<file path="src/rtl/rf_wb_arbiter.sv">
// Writeback arbiter for the 32x32 register file: three sources share one write port
// (fixed priority LSU > MDU > ALU with aging), plus a pending-write scoreboard for stalls.
module rf_wb_arbiter #(
    parameter int AGE_LIMIT = 3
) (
    input  logic        clk,
    input  logic        rst,
    input  logic        lsu_req,
    input  logic [4:0]  lsu_rd,
    input  logic [31:0] lsu_wd,
    input  logic        mdu_req,
    input  logic [4:0]  mdu_rd,
    input  logic [31:0] mdu_wd,
    input  logic        alu_req,
    input  logic [4:0]  alu_rd,
    input  logic [31:0] alu_wd,
    output logic        lsu_gnt,
    output logic        mdu_gnt,
    output logic        alu_gnt,
    input  logic        alloc_en,
    input  logic [4:0]  alloc_rd,
    input  logic [4:0]  A1,
    input  logic [4:0]  A2,
    output logic        raw_stall,
    output logic        waw_stall,
    output logic        RFWr,
    output logic [4:0]  WBSel,
    output logic [31:0] WD,
    output logic [31:0] busy,
    output logic        sb_err
);

    // Source index doubles as fixed priority: 0 = LSU, 1 = MDU, 2 = ALU.
    localparam int         NSRC    = 3;
    localparam logic [1:0] AGE_SAT = 2'd3;
    localparam logic [1:0] AGE_LIM = 2'(AGE_LIMIT);

    logic [NSRC-1:0] req;
    logic [4:0]      rd  [NSRC];
    logic [31:0]     wd  [NSRC];
    logic [1:0]      age [NSRC];

    logic [NSRC-1:0] real_req;
    logic [NSRC-1:0] zero_req;
    logic [NSRC-1:0] win;
    logic [NSRC-1:0] gnt;
    logic            win_any;
    logic [4:0]      win_rd;
    logic [31:0]     win_wd;
    logic            aged_any;
    logic            found;
    logic [1:0]      best_age;

    logic [31:0]     clr_vec;
    logic [31:0]     set_vec;
    logic [31:0]     busy_next;
    logic            alloc_hit;
    logic            alloc_ok;
    logic            alloc_bad;

    assign req   = {alu_req, mdu_req, lsu_req};
    assign rd[0] = lsu_rd;
    assign rd[1] = mdu_rd;
    assign rd[2] = alu_rd;
    assign wd[0] = lsu_wd;
    assign wd[1] = mdu_wd;
    assign wd[2] = alu_wd;

    always_comb begin
        for (int i = 0; i < NSRC; i++) begin
            real_req[i] = req[i] && (rd[i] != 5'd0);
            zero_req[i] = req[i] && (rd[i] == 5'd0);
        end
    end

    // Normal mode keeps the first real requester; aged mode keeps the strictly oldest,
    // so ties fall back to priority order.
    always_comb begin
        // NOTE: every signal written here gets a default first, so no path can infer a latch.
        win      = '0;
        win_rd   = '0;
        win_wd   = '0;
        aged_any = 1'b0;
        found    = 1'b0;
        best_age = '0;
        for (int i = 0; i < NSRC; i++) begin
            if (real_req[i] && (age[i] >= AGE_LIM)) begin
                aged_any = 1'b1;
            end
        end
        for (int i = 0; i < NSRC; i++) begin
            if (real_req[i] && (!found || (aged_any && (age[i] > best_age)))) begin
                win      = '0;
                win[i]   = 1'b1;
                found    = 1'b1;
                best_age = age[i];
                win_rd   = rd[i];
                win_wd   = wd[i];
            end
        end
        if (rst) begin
            win = '0;
        end
    end

    assign win_any = |win;
    assign gnt     = rst ? '0 : (win | zero_req);
    assign lsu_gnt = gnt[0];
    assign mdu_gnt = gnt[1];
    assign alu_gnt = gnt[2];

    // NOTE: sequential state is updated with non-blocking assignments only.
    always_ff @(posedge clk) begin
        if (rst) begin
            for (int i = 0; i < NSRC; i++) begin
                age[i] <= '0;
            end
        end else begin
            for (int i = 0; i < NSRC; i++) begin
                if (gnt[i] || !req[i]) begin
                    age[i] <= '0;
                end else if (age[i] != AGE_SAT) begin
                    age[i] <= age[i] + 2'd1;
                end
            end
        end
    end

    always_ff @(posedge clk) begin
        if (rst) begin
            RFWr  <= 1'b0;
            WBSel <= '0;
            WD    <= '0;
        end else begin
            RFWr <= win_any;
            if (win_any) begin
                WBSel <= win_rd;
                WD    <= win_wd;
            end
        end
    end

    // A register being written back this edge may be re-allocated; the set wins.
    always_comb begin
        clr_vec = '0;
        set_vec = '0;
        if (RFWr) begin
            clr_vec[WBSel] = 1'b1;
        end
        alloc_hit = alloc_en && (alloc_rd != 5'd0);
        alloc_ok  = alloc_hit && (!busy[alloc_rd] || clr_vec[alloc_rd]);
        alloc_bad = alloc_hit && busy[alloc_rd] && !clr_vec[alloc_rd];
        if (alloc_ok) begin
            set_vec[alloc_rd] = 1'b1;
        end
        busy_next = ((busy & ~clr_vec) | set_vec) & ~32'd1;
    end

    always_ff @(posedge clk) begin
        // NOTE: busy is a flop vector rather than a RAM, so it is cleared with the rest of
        // the state; the register file contents themselves are never reset.
        if (rst) begin
            busy   <= '0;
            sb_err <= 1'b0;
        end else begin
            busy <= busy_next;
            if (alloc_bad) begin
                sb_err <= 1'b1;
            end
        end
    end

    assign raw_stall = ((A1 != 5'd0) && busy[A1]) || ((A2 != 5'd0) && busy[A2]);
    assign waw_stall = (alloc_rd != 5'd0) && busy[alloc_rd];

endmodule

</file>
<file path="config.mk">
export PLATFORM = sky130hd
export DESIGN_NAME = rf_wb_arbiter
export DESIGN_NICKNAME = d
export VERILOG_FILES = /design/src/rtl/rf_wb_arbiter.sv
export SDC_FILE = /design/constraint.sdc
export NUM_CORES = 1
export LEC_CHECK = 0
export CAP_MARGIN = 0
export CORE_MARGIN = 3
export CORE_UTILIZATION = 45
export CTS_CLUSTER_SIZE = 16
export DETAILED_ROUTE_END_ITERATION = 10
export PLACE_DENSITY = 0.93
export SKIP_CTS_REPAIR_TIMING = 1
export SLEW_MARGIN = 20
export SYNTH_ARGS = -nofsm -noshare
export SYNTH_HDL_FRONTEND = slang
export SYNTH_SLANG_ARGS = --single-unit
</file>
<file path="constraint.sdc">
create_clock -name clk -period 14.05 [get_ports clk]
set_clock_uncertainty 0.1 [all_clocks]
set_input_delay 2.81 -clock clk [delete_from_list [all_inputs] [get_ports clk]]
set_output_delay 2.81 -clock clk [all_outputs]
set_load 0.02 [all_outputs]
</file>
==> flow_summary.toml <==
[power_and_ir_drop]
p_clk_share_pct = 32.7
ir_worst_vdd_mv = 0.04945
p_per_area_mw_per_mm2 = 78.74
p_int_w = 0.0004059
p_switching_w = 0.0001625
combPwrFrac_pct = 25.3
p_seq_share_pct = 42.1
power_switching_share_pct = 28.59
leakagePower_nw = 2.582

[drt]
num_vias = 5291
viasPerCell = 6.225
drtIter0Drc = 516
drc = 0
drt_wl_total_um = 17830
dr.pass1.iters = 6
drt.antenna.violating_nets = 0
post_drt_wl_per_cell_um = 20.98

[sta]
final_max_slew_viol_count = 0
tightest_slew_ps = 1066
finalCritPeriodShare_pct = 73.70
hold_viol = 0
final-setup-viol-count = 0
worst_hold_slack_ps = 375.7
layout_min_cycle_time_ps = 10360
worst_slack_ps = 3695
tns_ps = 0
rsz0062_at_grt = "false"
slew_headroom_pct = 28.92
fmax_mhz = 96.57

[floorplan]
start_util_pct = 47.35
die_w_um = 111.6
io-pin-count = 208
row_count = 37
die-area_mm2 = 0.01246
fp.coreArea_mm2 = 0.01060
die_h_um = 111.6

[global_route]
grt_pass1_vias = 5484
grt_pass1_wl_um = 28080
grt_max_degree = 40
overflow = 0
antenna_found_initial = 0
gr-usage-all-layers_pct = 27.81

[synth]
synthesis.area_mm2 = 0.005020
synth_top_family_by_area = "compound AO/OA/AOI/OAI gates"
synth_xor_area_share_pct = 0.8724
synthSimpleGateAreaFrac_pct = 15.85
synth.distinct_cells = 65
synth-seq-area-share_pct = 31.51
syn_avg_cell_area_um2 = 9.418
syn-instance-count = 533
ys.flop_type = "dfxtp_1"
synth-edff-count = 6
syn-num-nets = 672
synth_compound_area_share_pct = 29.06
yosys_warnings = 0
synth_seq_cells = 76
async_flop_share_pct = 0
synthAdderAreaFrac_pct = 1.745
synth_mux_area_share_pct = 11.79

[outcome]
status = "finished, final reports clean"

[placed_design]
post-place-cells = 834
place_ws_ps = 3783
gp_congestion = 0.9732
portBuffers = 206
place_hpwl_um = 13710

[finish]
fin_cells = 850
layout_commonest_cell = "clkdlybuf4s50_1"
num_antenna_cells = 0
layout.nets = 848
final_cell_mix = "clkdlybuf4s50_1, dfxtp_1, nand2_1"
fill_cells = 807
drive_above_1_share_pct = 12.18
syn_to_final_growth_pct = 43.79
multiInputGateArea_mm2 = 0.003000
regArea_mm2 = 0.001582

[clocking]
clk_latency_ps = 350
path_clk_slew_ps = 70
h-tree-depth = 3
cts-root-buf = "clkbuf_8"
cts_sinks = 76
numCtsBuffers = 9
tritoncts = "yes"
clock_path_buffers = 2

[setup_path]
cp-start-kind = "input pin"
reg2reg_from = "age[0][1]"
required_ps = 11140
crit_arrival_ps = 7450
crit_start = "lsu_rd[3]"
worstSetupPathType = "in2out"
cp_max_fo = 8
end_kind = "primary output"

[run]
cap_violations = 0

[hold_path]
hp-start = "WD[25]"
hold_path.class = "reg2reg"
-- registers in the layout (all words and copies together), names as in the netlist --
signal  cells
RFWr        1
WBSel       5
WD         32
age         6
busy       31
sb_err      1
-- through the flow --
step	total power, W	cell area [µm²]	utilization (%)
6_report	0.0005683	7218	68.09
5_1_grt	0.0005892	7218	68.09
4_1_cts	0.0005703	7217	68.08
3_5_place_dp	0.0003859	7000	66.03
3_3_place_gp	0.0003814	6995	65.99
2_1_floorplan	0.0003143	5020	-
-- critical path, stage by stage --
cell and delay [ps]:
clkdlybuf4s50_1 430, nor3_1 350, nand2_1 240, and3_1 260, ha_1 270, nand2_1 60, o21ai_0 150, a31oi_1 210
o31a_1 220, mux2_2 350, ha_1 300, a2111oi_2 490, a221oi_4 120, o21ai_0 490, a21oi_1 130, clkdlybuf4s50_1 560
-- per-layer routing --
layer	vias up	share of wire, %	track usage [%]
met4	0	3.8	11.03
li1	2388	-	-
met3	60	12	9.185
met2	344	49	48.25
met1	2499	36	31.61
met5	-	0	0
-- Yosys cell counts (5+ instances only) --
library cell / n / area (µm²)
inv_1: 43 / 161.4
nor3b_1: 5 / 37.54
dfxtp_1: 70 / 1401
nand2_1: 70 / 262.8
a32oi_1: 5 / 43.79
nor2b_1: 6 / 37.54
a22oi_1: 33 / 247.7
mux4_2: 17 / 382.9
clkbuf_1: 25 / 93.84
nand3b_1: 7 / 52.55
nor2_1: 12 / 45.04
ha_1: 7 / 87.58
a21oi_1: 9 / 45.04
nand3_1: 25 / 125.1
o21ai_0: 7 / 35.03
nor3_1: 5 / 25.02
edfxtp_1: 6 / 180.2
o31ai_1: 30 / 225.2
o221ai_2: 30 / 450.4
mux2i_1: 16 / 160.2
buf_6: 9 / 101.4
buf_2: 5 / 25.02
o221ai_1: 9 / 78.83
o211ai_1: 17 / 127.6
-- final timing paths --
check	slack [ps]	end	cells past startpoint
max	3690	mdu_gnt	16
min	380	WD[25]	2
max reg2reg	9820	WD[3]	14
min reg2reg	380	WD[25]	2
-- cell type report --
cell class	instances	share of cell area [%]
tap	136	2.357
sequential	76	21.91
clock buffer	11	1.959
clock inverter	5	1.040
multi-input combinational	369	41.57
inverter	44	2.288
timing repair buffer	209	28.88
-- kinds of logic (layout without fill, tap and decap cells) --
group | Yosys count | count (layout)
multiplexers | 37 | 37
AND/OR/NAND/NOR | 158 | 158
AO/OA/AOI/OAI | 161 | 161
buffers and inverters | 88 | 269
flip-flops | 76 | 76
other | 1 | 1
adder cells (fa/ha/maj) | 7 | 7
XOR/XNOR | 5 | 5
-- power by group through the flow --
stage          combinational (W)  sequential, W  clock [W]
2_1_floorplan          0.0000638       0.000251          0
3_3_place_gp            0.000139       0.000243          0
3_5_place_dp            0.000143       0.000243          0
4_1_cts                 0.000143       0.000239   0.000188
5_1_grt                 0.000153       0.000240   0.000195
6_report                0.000144       0.000239   0.000186
Power figures use the tool's default switching activity.
